## src/rtl/ym_phase_sched.sv

```systemverilog
// Two-phase clock scheduler: divides MCLK into slot periods of L cycles,
// emits non-overlapping c1/c2 enables, and tracks slot/frame position.
module ym_phase_sched #(
  parameter int SLOTS = 24
) (
  input  logic       MCLK,
  input  logic       reset,
  input  logic       en,
  input  logic [1:0] div_sel,
  input  logic       sync,
  output logic       c1,
  output logic       c2,
  output logic [4:0] slot,
  output logic       frame,
  output logic       running,
  output logic [1:0] div_cur
);

  localparam logic [0:0] ST_IDLE = 1'b0;
  localparam logic [0:0] ST_RUN  = 1'b1;
  localparam logic [4:0] SLOT_LAST = 5'(SLOTS - 1);

  logic [0:0] state_r, state_s;
  logic [3:0] pcnt_r, pcnt_s;
  logic [4:0] slot_r, slot_s;
  logic [1:0] div_r, div_s;
  logic       sync_flag_r, sync_flag_s;
  logic       c1_r, c2_r, frame_r;
  logic       c1_s, c2_s, frame_s;
  logic [3:0] len_cur_s, len_nxt_s, half_nxt_s;
  logic       wrap_s, run_nxt_s;
  logic [4:0] slot_inc_s;

  function automatic logic [3:0] period_len(input logic [1:0] d);
    case (d)
      2'd1:    period_len = 4'd6;
      2'd2:    period_len = 4'd4;
      default: period_len = 4'd12;
    endcase
  endfunction

  // Period length, wrap detection and slot increment for the current cycle
  always_comb begin
    len_cur_s  = period_len(div_r);
    wrap_s     = (state_r == ST_RUN) && (pcnt_r == (len_cur_s - 4'd1));
    slot_inc_s = (slot_r == SLOT_LAST) ? 5'd0 : (slot_r + 5'd1);
  end

  // Next-state logic: en, div_sel and a pending sync act only at IDLE or the wrap edge
  always_comb begin
    state_s     = state_r;
    pcnt_s      = pcnt_r;
    slot_s      = slot_r;
    div_s       = div_r;
    sync_flag_s = sync_flag_r;
    case (state_r)
      ST_IDLE: begin
        sync_flag_s = sync_flag_r | sync;
        if (en) begin
          state_s = ST_RUN;
          pcnt_s  = 4'd0;
          div_s   = div_sel;
        end else begin
          state_s = ST_IDLE;
          pcnt_s  = 4'd0;
        end
      end
      ST_RUN: begin
        if (wrap_s) begin
          // A sync arriving on the wrap edge itself still realigns this wrap
          slot_s      = (sync_flag_r | sync) ? 5'd0 : slot_inc_s;
          sync_flag_s = 1'b0;
          div_s       = div_sel;
          pcnt_s      = 4'd0;
          state_s     = en ? ST_RUN : ST_IDLE;
        end else begin
          pcnt_s      = pcnt_r + 4'd1;
          sync_flag_s = sync_flag_r | sync;
        end
      end
      default: begin
        state_s = ST_IDLE;
        pcnt_s  = 4'd0;
      end
    endcase
  end

  // Output decode from next-cycle values so registered outputs match the pcnt register
  always_comb begin
    run_nxt_s  = (state_s == ST_RUN);
    len_nxt_s  = period_len(div_s);
    half_nxt_s = len_nxt_s >> 1;
    c1_s       = run_nxt_s && ((pcnt_s + 4'd2) <= half_nxt_s);
    c2_s       = run_nxt_s && (pcnt_s >= half_nxt_s) && ((pcnt_s + 4'd2) <= len_nxt_s);
    frame_s    = run_nxt_s && (pcnt_s == (len_nxt_s - 4'd1)) && (slot_s == SLOT_LAST);
  end

  // State and output registers with asynchronous clear
  always_ff @(posedge MCLK or negedge reset) begin
    if (!reset) begin
      state_r     <= ST_IDLE;
      pcnt_r      <= 4'd0;
      slot_r      <= 5'd0;
      div_r       <= 2'd0;
      sync_flag_r <= 1'b0;
      c1_r        <= 1'b0;
      c2_r        <= 1'b0;
      frame_r     <= 1'b0;
    end else begin
      state_r     <= state_s;
      pcnt_r      <= pcnt_s;
      slot_r      <= slot_s;
      div_r       <= div_s;
      sync_flag_r <= sync_flag_s;
      c1_r        <= c1_s;
      c2_r        <= c2_s;
      frame_r     <= frame_s;
    end
  end

  assign c1      = c1_r;
  assign c2      = c2_r;
  assign slot    = slot_r;
  assign frame   = frame_r;
  assign running = (state_r == ST_RUN);
  assign div_cur = div_r;

endmodule

```

## config.mk

```make
export PLATFORM = sky130hd
export DESIGN_NAME = ym_phase_sched
export DESIGN_NICKNAME = d
export VERILOG_FILES = /design/src/rtl/ym_phase_sched.sv
export SDC_FILE = /design/constraint.sdc
export NUM_CORES = 1
export LEC_CHECK = 0
export ABC_CLOCK_PERIOD_IN_PS = 2700
export BUFFER_PORTS_ARGS = -buffer_cell sky130_fd_sc_hd__buf_2
export CAP_MARGIN = 0
export CORE_ASPECT_RATIO = 0.8
export CORE_MARGIN = 10
export CORE_UTILIZATION = 44
export DETAILED_ROUTE_END_ITERATION = 6
export MAX_ROUTING_LAYER = met4
export PLACE_DENSITY = 0.76
export SLEW_MARGIN = 15
export SYNTH_ARGS = -nofsm -noshare
export SYNTH_HDL_FRONTEND = slang
export SYNTH_SLANG_ARGS = --single-unit
```

## constraint.sdc

```tcl
create_clock -name MCLK -period 2.7 [get_ports MCLK]
set_input_delay 0.27 -clock MCLK [delete_from_list [all_inputs] [get_ports MCLK]]
set_output_delay 0.27 -clock MCLK [all_outputs]
set_load 0.01 [all_outputs]
```

; ---- Word-level counts from Yosys, hierarchy flattened
; Index checks and enable logic that the tools add are counted.
; Widths: inputs -> output; s select.
[classes]
addsub = 5
magnitude_cmp = 3
eq_ne = 8
reduce_logical = 6
mux = 16
bitwise = 2
[ops]
columns = op, n
row1 = $pmux 4 s2, 3
row2 = $mux 5, 4
row3 = $eq 5x5->1 const B, 2
row4 = $eq 4x4->1, 2
row5 = $sub 4x1->4 const B, 2
row6 = $logic_and 1x1->1, 6
row7 = $add 5x1->5 const B, 1
row8 = $add 4x1->4 const B, 1
row9 = $add 4x2->4 const B, 1
row10 = $eq 2x1->1 const B, 2
row11 = $eq 2x2->1 const B, 2
row12 = $ge 4x3->1, 1
row13 = $le 4x3->1, 1
row14 = $le 4x4->1, 1
row15 = $mux 2, 2
row16 = $mux 4, 1
row17 = $pmux 1 s2, 2
row18 = $pmux 2 s2, 1
row19 = $mux 1, 3
row20 = $not 1->1, 1
row21 = $or 1x1->1, 1
[word_totals]
input_bits = 6
ff_bits = 16

; ---- Longest topological paths before layout
; Gate-level depths: netlist (run 1).
[depth]
word_depth = 13
depth_mapped = 12
mapped_depth_nobuf = 12

; ---- Least setup slack after synthesis (run 1)
; OpenSTA, ideal clock, no wires.
[synth_timing]
path_type = register to register
startpoint = register div_r[0] (netlist: div_cur[0])
endpoint = register c1_r (netlist: c1)
path_stages_with_launch = 12
arrival_ns = 2.716
period_less_slack_ns = 2.837
setup_ns = 0.120
path_slack_ns = -0.137
path_cell_list = dfrtp_1 -> ha_1 -> and3b_4 -> o2111ai_2 -> o21a_1 -> mux2_2 -> ha_1 -> ha_1 -> a211oi_1 -> and2_1 -> o22ai_1 -> o211a_1
[synth_via]
elab_chain_len = 11
[synth_lines]
columns = item, line
row1 = "start, declared", 26  ; logic [1:0] div_r, div_s;
row2 = "start signal, assigned", 113  ; div_r <= div_s;
row3 = $eq 2x2->1 / $eq 2x1->1 (equally long branches), 35  ; case (d)
row4 = $pmux 4 s2, 35
row5 = $sub 4x1->4, 45  ; wrap_s = (state_r == ST_RUN) && (pcnt_r == (len_cur_s - 4'd1));
row6 = $eq 4x4->1, 45
row7 = $logic_and 1x1->1, 45
row8 = $mux 2, 69  ; if (wrap_s) begin
row9 = $pmux 2 s2 *, 56  ; case (state_r)
row10 = via div_s[0], 26
row11 = $eq 2x2->1 / $eq 2x1->1 (equally long branches), 35
row12 = $pmux 4 s2 *, 35
row13 = $le 4x3->1 *, 93  ; c1_s = run_nxt_s && ((pcnt_s + 4'd2) <= half_nxt_s);
row14 = $logic_and 1x1->1 *, 93
row15 = via c1_s, 29  ; logic c1_s, c2_s, frame_s;
row16 = "end signal, assigned", 115  ; c1_r <= c1_s;
row17 = "end, declared", 28  ; logic c1_r, c2_r, frame_r;
; The timed path passes the listed nets; every way through them passes the cells marked *.

; ---- Worst setup path after layout (run 1)
[layout_timing]
startpoint = register div_r[1] (netlist: div_cur[1])
endpoint = register frame_r (netlist: frame)
[layout_via]
elab_chain_len = 13
[layout_lines]
columns = item, line
row1 = $eq 2x2->1 / $eq 2x1->1 (equally long branches), 35
row2 = $pmux 4 s2 *, 35
row3 = $sub 4x1->4 *, 45
row4 = $eq 4x4->1 *, 45
row5 = $logic_and 1x1->1 *, 45
row6 = $mux 2 *, 69
row7 = $pmux 2 s2 *, 56
row8 = via div_s[0], 26
row9 = $eq 2x2->1 / $eq 2x1->1 (equally long branches), 35
row10 = $pmux 4 s2 *, 35
row11 = $sub 4x1->4 *, 95  ; frame_s = run_nxt_s && (pcnt_s == (len_nxt_s - 4'd1)) && (slot_s == SLOT_LAST);
row12 = $eq 4x4->1 *, 95
row13 = $logic_and 1x1->1 * (2 in series), 95
row14 = via frame_s, 29
row15 = "end signal, assigned", 117  ; frame_r <= frame_s;
row16 = "end, declared", 28
; Marks and branches as above.

==> flow_metrics.tcl, run 1 <==
set metrics [dict create \
    status "complete, but fails checks" \
    violations "negative setup slack" \
    drv_slew 0 \
    grt.total_usage_pct 11.1 \
    cts_tree "yes" \
    crit_chain "inv_2 -> ha_4 -> and3b_4 -> o2111ai_4 -> o21a_1 -> mux2_4 -> ha_4 -> xnor3_4 -> nand2_2 -> mux2i_2 -> a32oi_2 -> nor4b_2" \
    min_path_type "in2reg" \
    synthArstFlopShare_pct 100 \
    area_growth_pct 33.7 \
    drc_errors 0 \
    synth_area_leaders "dfrtp_1 (38%), ha_1 (9.5%), mux2i_1 (3.8%), nand2_1 (3.2%), inv_1 (2.5%)" \
    tightest_slew_ns 0.560 \
    drt-initial-drc-count 49 \
    n_antenna_cell 0 \
    cap_violations 0 \
    setup_slack_ns -0.0862 \
    criticalPathCategory "reg2reg" \
    final_area_sq_um 1410 \
    grt_antenna_before_repair 0 \
    cts_root_buffer "clkbuf_4" \
    hold_violations 0 \
    final-setup-viol-count 2 \
    start_kind "register" \
    start_util_pct 47.5 \
    finalCritPeriodShare_pct 103 \
    rows 15 \
    whs_ns 0.221 \
    cts_made_buffers 3 \
    grt_max_degree 17 \
    max_slew_margin_pct 62.5 \
    synth_area_per_cell_sq_um 10.8 \
    first_pass_iters 4 \
    synth_edf_count 0 \
    synth_seq_area_share_pct 38.1 \
    slowest_delay_ns 0.39 \
    syn_nets 111 \
    die_y_microns 63.7 \
    mappedNetlistArea_sq_um 1050 \
    synth_top_area_share_pct 38.1 \
    grt_pass1_vias 906 \
    netlist_instances 97 \
    finalNetCount 142 \
    critPathRequiredTime_ns 2.90 \
    antenna_left 0 \
    endpoint_kind "register" \
    hpwlAfterDp_mm 1.91 \
    ys_dominant_reg_cell "dfrtp_1" \
    wl_per_cell_microns 17.0 \
    crit_arrival_ns 2.99 \
    fin_skew_ns 0.00159 \
    gp_congestion 0.908 \
    rsz0062_at_grt "yes" \
    clock_path_buffers 2 \
    num_vias 878 \
    synth_top_area_cell "dfrtp_1" \
    synthTopCellsByCount "dfrtp_1 (16), nand2_1 (9), ha_1 (8)" \
    finalCriticalPeriod_ns 2.79 \
    utilization_pct 63.4 \
    yosysUniqueCellTypes 41 \
    grt_pass1_wl_mm 4.11 \
    wirelength_mm 2.58 \
    portBuffers 16 \
    cp_slowest_cell "dfrtp_1" \
    cpMostUsedCell "ha_4" \
    dpl_cell_area_sq_um 1240 \
    fp.dieW_microns 74.6 \
    pin_count 17 \
    overflow 0 \
    die_area_sq_um 4760 \
    path_clk_slew_ns 0.10 \
    routed_via_density 5.78 \
    clkSinkCount 16 \
    core_area_sq_um 2210 \
    yosysMostFrequentCell "dfrtp_1" \
    clock_latency_ns 0.29 \
    drive_above_1_share_pct 44.1 \
    ys_seq_elements 16 \
    max_freq_ghz 0.359 \
    yosys_warnings 0 \
    htree_levels 1 \
    crit_fanout 5 \
]
critical path: cells and delay by family, from the launching register on:
family | cells | cell delay (ns)
xor gates and xnor gates | 1 | 0.26
buffers and inverters | 1 | 0.05
and+or+nand+nor | 3 | 0.53
muxes | 2 | 0.50
DFF | 1 | 0.39
adders and majority gates | 2 | 0.36
AOI/OAI and AO/OA | 3 | 0.62
through the flow:
stage / std cells / worst slack (ns) / TNS, ns
after floorplan: 97 / 0.00734 / 0
after global placement: 140 / 0.00885 / 0
after detailed placement: 140 / -0.0452 / -0.0784
after CTS: 148 / -0.00653 / -0.00653
after global routing: 152 / -0.182 / -0.443
final: 152 / -0.0862 / -0.125
layout make-up:
| cell class | instances | area [sq um] |
|---|---|---|
| inverters | 7 | 28.8 |
| well taps | 25 | 31.3 |
| repair buffers | 28 | 173 |
| multi-input cells | 72 | 736 |
| flip-flops and latches | 16 | 400 |
| fillers | 190 | 810 |
| clock buffers | 4 | 36.3 |
state kept, by name (all words and copies together) (netlist names):
| register | flops |
|---|---|
| c1 | 1 |
| c2 | 1 |
| div_cur | 2 |
| frame | 1 |
| pcnt_r | 4 |
| running | 1 |
| slot | 5 |
| sync_flag_r | 1 |
per-layer routing:
layer  global-route usage, %  vias to the layer above  routed length, microns
met5                       -                        -                       0
met4                    2.83                        0                      28
met3                    2.50                        2                     104
met2                    19.5                       20                    1370
met1                    12.0                      436                    1080
li1                        -                      420                       -
final timing paths:
path	start	end	slack, ns	depth (start not counted)
setup / recovery	div_cur[1]	frame	-0.09	12
hold / removal	en	running	0.22	3
setup reg to reg	div_cur[1]	frame	-0.09	12
hold reg to reg	slot[1]	slot[1]	0.57	2
max in group asynchronous	reset	pcnt_r[0]	2.03	2
min in group asynchronous	reset	frame	0.42	2
placed cells by master (no fill, tap or decap), types with 2 or more instances in the layout:
cell,count
dfrtp_1,16
buf_2,16
buf_4,11
nand2_1,8
nand3_1,5
inv_1,5
nor2_1,4
ha_4,4
ha_1,4
clkbuf_4,3
a21oi_1,2
mux2i_1,2
o211ai_1,2
and3_1,2
nand2b_1,2
xnor2_1,2
o21a_1,2
mux2i_2,2
kinds of logic (layout without fill, tap and decap cells):
kind of cell / after synthesis / count (layout) / synth area share [%]
flops: 16 / 16 / 38.1
xor+xnor: 5 / 5 / 5.83
simple gates: 34 / 34 / 20.0
mux: 6 / 6 / 5.95
fa+ha+maj: 8 / 8 / 9.52
buf+inv: 9 / 39 / 4.05
compound gates: 19 / 19 / 16.5
what timing repair did:
action | 4_1_cts | 5_1_grt
hold endpoints to repair | 16 | 0
pin swaps | 7 | 8
buffers inserted | 3 | 4
gates resized for setup | 6 | 6
endpoints found under the setup margin | 3 | 3
hold buffers | 1 | 0
Power of run 1 is left out: the tool's default activity adds up to more than one toggle a clock period on the data nets, which glitch-free logic cannot reach.
==> inputs of run 2 (changes only) <==
--- a/config.mk
+++ b/config.mk
@@ -8,7 +8,7 @@
 export ABC_CLOCK_PERIOD_IN_PS = 2700
 export BUFFER_PORTS_ARGS = -buffer_cell sky130_fd_sc_hd__buf_2
 export CAP_MARGIN = 0
-export CORE_ASPECT_RATIO = 0.8
+export CORE_ASPECT_RATIO = 0.9
 export CORE_MARGIN = 10
 export CORE_UTILIZATION = 44
 export DETAILED_ROUTE_END_ITERATION = 6
==> run 2 against run 1 <==
The flow now finishes without violations. Sequential cell count is the same. Global-route usage grew 1.2 points. Maximum frequency grew 3.6%. Clock skew is essentially flat. Utilization shrank 1.2 points.
==> flow_metrics.tcl, run 2 (synthesis gave the netlist of run 1 again) <==
set metrics [dict create \
    fin_skew_ns 0.00184 \
    hold_violations 0 \
    clkSinkCount 16 \
    whs_ns 0.229 \
    rrSetupSlack_ns 0.01 \
    min_path_cells 3 \
    cts_made_buffers 3 \
    largest_reg_flops 5 \
    die_y_microns 66.4 \
    gp_congestion 0.862 \
    max_slew_margin_pct 64.8 \
    drv_slew 0 \
    max_freq_ghz 0.372 \
    rr_endpoint "frame" \
    clock_path_buffers 2 \
    grt_pass1_vias 968 \
    cts_root_buffer "clkbuf_4" \
    regToRegStartpoint "div_cur[0]" \
    core_area_sq_um 2220 \
    grt_max_degree 17 \
    min_from "div_sel[1]" \
    crit_arrival_ns 2.87 \
    fillers 184 \
    portBuffers 16 \
    drt-initial-drc-count 37 \
    grt_antenna_before_repair 0 \
    mostFrequentLayoutCells "dfrtp_1 (16), buf_2 (16), buf_4 (10), nand2_1 (8)" \
    start_kind "register" \
    fp.dieW_microns 71.5 \
    final-setup-viol-count 0 \
    first_pass_iters 4 \
    criticalPathCategory "reg2reg" \
    die_area_sq_um 4750 \
    min_to "div_cur[1]" \
    rsz0062_at_grt "yes" \
    hpwlAfterDp_mm 2.03 \
    grt.total_usage_pct 12.2 \
    area_growth_pct 31.7 \
    critPathRequiredTime_ns 2.88 \
    routed_via_density 5.89 \
    min_path_type "in2reg" \
    pin_count 17 \
    path_clk_slew_ns 0.09 \
    finalNetCount 141 \
    cap_violations 0 \
    drive_above_1_share_pct 42.9 \
    start_util_pct 47.3 \
    fin_setup_tns_ns 0 \
    overflow 0 \
    wl_per_cell_microns 17.7 \
    regArea_sq_um 400 \
    rows 16 \
    endpoint_kind "register" \
    multiInputGateArea_sq_um 722 \
    clock_latency_ns 0.29 \
    grt_pass1_wl_mm 4.57 \
    num_vias 901 \
    tightest_slew_ns 0.525 \
    finalCritPeriodShare_pct 99.6 \
    wirelength_mm 2.70 \
    antenna_left 0 \
    drc_errors 0 \
    crit_fanout 5 \
    status "complete, no violations" \
    n_antenna_cell 0 \
    r2r_cells 11 \
    cts_tree "yes" \
    htree_levels 1 \
    finalCriticalPeriod_ns 2.69 \
]
-- run 2: cell types whose count changed in the layout (fill, tap and decap cells not counted), sizes merged --
cell	before	now
buf	27	26
-- run 2: through the flow --
stage	setup slack (ns)	area, sq um	instances	utilization [%]
after floorplan	0.00734	1110	97	-
after global placement	0.0304	1250	143	56.3
after detailed placement	-0.0539	1250	143	56.3
after CTS	0.00592	1350	151	60.6
after global routing	-0.115	1380	153	62.3
final	0.0107	1380	153	62.3
-- run 2: critical path, cell delays in order (launching register included) --
cell and delay (ns):
dfrtp_1 0.42, ha_4 0.18, and3b_4 0.20, o2111ai_4 0.20, o21a_1 0.22, mux2_4 0.34, ha_4 0.18, xnor3_4 0.31
nand2_2 0.07, mux2i_1 0.07, a32oi_1 0.29, nor4b_2 0.08
-- run 2: worst max path at each step --
stage	from	to	slack (ns)	depth (start not counted)
4_1_cts	div_cur[0]	c1	0.006	12
5_1_grt	div_cur[0]	frame	-0.11	11
6_report	div_cur[0]	frame	0.01	11
3_5_place_dp	div_cur[0]	c2	-0.05	11
3_3_place_gp	div_cur[1]	c1	0.03	12
2_1_floorplan	div_cur[1]	c2	0.007	12
-- run 2: per-layer routing --
layer / track usage [%] / wire length, microns / vias to the layer above
li1: - / - / 417
met1: 12.1 / 1030 / 453
met2: 22.4 / 1480 / 26
met3: 1.80 / 123 / 5
met4: 7.00 / 66 / 0
met5: - / 0 / -
-- run 2: layout make-up --
type / instances / share of cell area (%)
repair buffers: 27 / 11.9
multi-input cells: 72 / 52.2
inverters: 7 / 1.90
flip-flops and latches: 16 / 28.9
well taps: 27 / 2.44
clock buffers: 4 / 2.62
-- run 2: repair_timing --
item	in CTS	in global routing
gates resized for setup	5	4
setup buffers	3	2
pin swaps	6	7
hold endpoints to repair	16	0
hold buffers	1	0
endpoints found under the setup margin	3	3
Power of run 2 is left out for the same reason.
==> inputs of run 3 (changes only) <==
--- a/config.mk
+++ b/config.mk
@@ -10,10 +10,10 @@
 export CAP_MARGIN = 0
 export CORE_ASPECT_RATIO = 0.9
 export CORE_MARGIN = 10
-export CORE_UTILIZATION = 44
+export CORE_UTILIZATION = 47
 export DETAILED_ROUTE_END_ITERATION = 6
 export MAX_ROUTING_LAYER = met4
-export PLACE_DENSITY = 0.76
+export PLACE_DENSITY = 0.8
 export SLEW_MARGIN = 15
 export SYNTH_ARGS = -nofsm -noshare
 export SYNTH_HDL_FRONTEND = slang
==> run 3 against run 2 <==
Worst hold slack improved by 0.014 ns. First-iteration DRC count rose by 30%. Sequential cell count unchanged. Critical path type unchanged.
==> flow_metrics.tcl, run 3 (synthesis gave the netlist of run 1 again) <==
set metrics [dict create \
    start_util_pct 48.6 \
    gp_congestion 0.950 \
    utilization_pct 66.7 \
    crit_start "div_cur[0]" \
    rsz0062_at_grt "yes" \
    start_kind "register" \
    grt.total_usage_pct 11.3 \
    tightest_slew_ns 0.566 \
    status "complete, no violations" \
    mostFrequentLayoutCells "dfrtp_1 (16), buf_2 (16), buf_4 (13), nand2_1 (8)" \
    cts_root_buffer "clkbuf_4" \
    crit_fanout 4 \
    multiInputGateArea_sq_um 769 \
    fin_setup_tns_ns 0 \
    largest_reg_flops 5 \
    clock_latency_ns 0.29 \
    finalCriticalPeriod_ns 2.68 \
    fillers 170 \
    final_cells 155 \
    die_area_sq_um 4530 \
    n_antenna_cell 0 \
    wirelength_mm 2.62 \
    clock_path_buffers 2 \
    die_y_microns 64.9 \
    portBuffers 16 \
    antenna_left 0 \
    area_growth_pct 37.3 \
    final-setup-viol-count 0 \
    drc_errors 0 \
    drive_above_1_share_pct 48.4 \
    grt_pass1_vias 889 \
    fp.dieW_microns 69.8 \
    cap_violations 0 \
    grt_max_degree 17 \
    drv_slew 0 \
    grt_pass1_wl_mm 4.28 \
    fin_skew_ns 0.00721 \
    wl_per_cell_microns 16.9 \
    finalCritPeriodShare_pct 99.1 \
    grt_antenna_before_repair 0 \
    clkSinkCount 16 \
    cts_made_buffers 3 \
    overflow 0 \
    drt-initial-drc-count 48 \
    crit_arrival_ns 2.85 \
    num_vias 888 \
    htree_levels 1 \
    max_freq_ghz 0.374 \
    finalNetCount 144 \
    min_from "en" \
    endpoint_kind "register" \
    regArea_sq_um 400 \
    rows 16 \
    cts_tree "yes" \
    core_area_sq_um 2160 \
    hold_violations 0 \
    criticalPathCategory "reg2reg" \
    first_pass_iters 4 \
    hpwlAfterDp_mm 1.94 \
    min_path_type "in2reg" \
    path_clk_slew_ns 0.09 \
    critPathRequiredTime_ns 2.88 \
    placed_cells 145 \
    regToRegStartpoint "div_cur[0]" \
    pin_count 17 \
    max_slew_margin_pct 62.1 \
    routed_via_density 5.73 \
]
[run 3: path summary, 6_finish.rpt]
check | cells past startpoint | slack (ns) | end
min in group asynchronous | 2 | 0.42 | slot[3]
hold reg to reg | 2 | 0.56 | slot[1]
setup reg to reg | 11 | 0.02 | c2
hold / removal | 3 | 0.24 | running
max in group asynchronous | 2 | 2.01 | pcnt_r[2]
setup / recovery | 11 | 0.02 | c2
[run 3: worst max-delay path: stages, from the launching register on]
cell,delay [ns]
dfrtp_1,0.42
ha_4,0.18
and3b_4,0.20
o2111ai_4,0.22
o21a_4,0.19
mux2_4,0.32
ha_4,0.29
inv_4,0.05
ha_4,0.20
a311oi_2,0.31
a221oi_2,0.06
o21a_1,0.12
[run 3: final cells by class]
type / instances / area share (%)
clock buffer: 3 / 1.56
inverter: 7 / 1.99
multi-input combinational: 72 / 53.3
sequential: 16 / 27.8
tap: 27 / 2.34
timing repair buffer: 30 / 13.0
[run 3: metrics by stage]
| step | worst slack (ns) | hold WS (ns) | area [sq um] |
|---|---|---|---|
| floorplan | 0.00734 | -0.0256 | 1110 |
| global placement | 0.0277 | 0.193 | 1260 |
| detailed placement | -0.0470 | 0.209 | 1260 |
| CTS | -0.00447 | 0.229 | 1340 |
| global route | -0.0444 | 0.235 | 1440 |
| finish | 0.0248 | 0.244 | 1440 |
[run 3: routing by layer]
layer / part of all wire, % / GRT usage [%] / vias up
met3: 3.9 / 1.67 / 2
met4: 0.88 / 3.69 / 0
met1: 39 / 12.7 / 436
met2: 56 / 20.1 / 22
li1: - / - / 428
met5: 0 / - / -
[run 3: repair_timing]
| item | 4_1_cts | 5_1_grt |
|---|---|---|
| gates resized for setup | 6 | 13 |
| endpoints found under the setup margin | 3 | 3 |
| pin swaps | 5 | 11 |
| hold buffers | 1 | 0 |
| endpoints found under the hold margin | 16 | 0 |
| buffers inserted | 2 | 4 |
Power of run 3 is left out for the same reason.
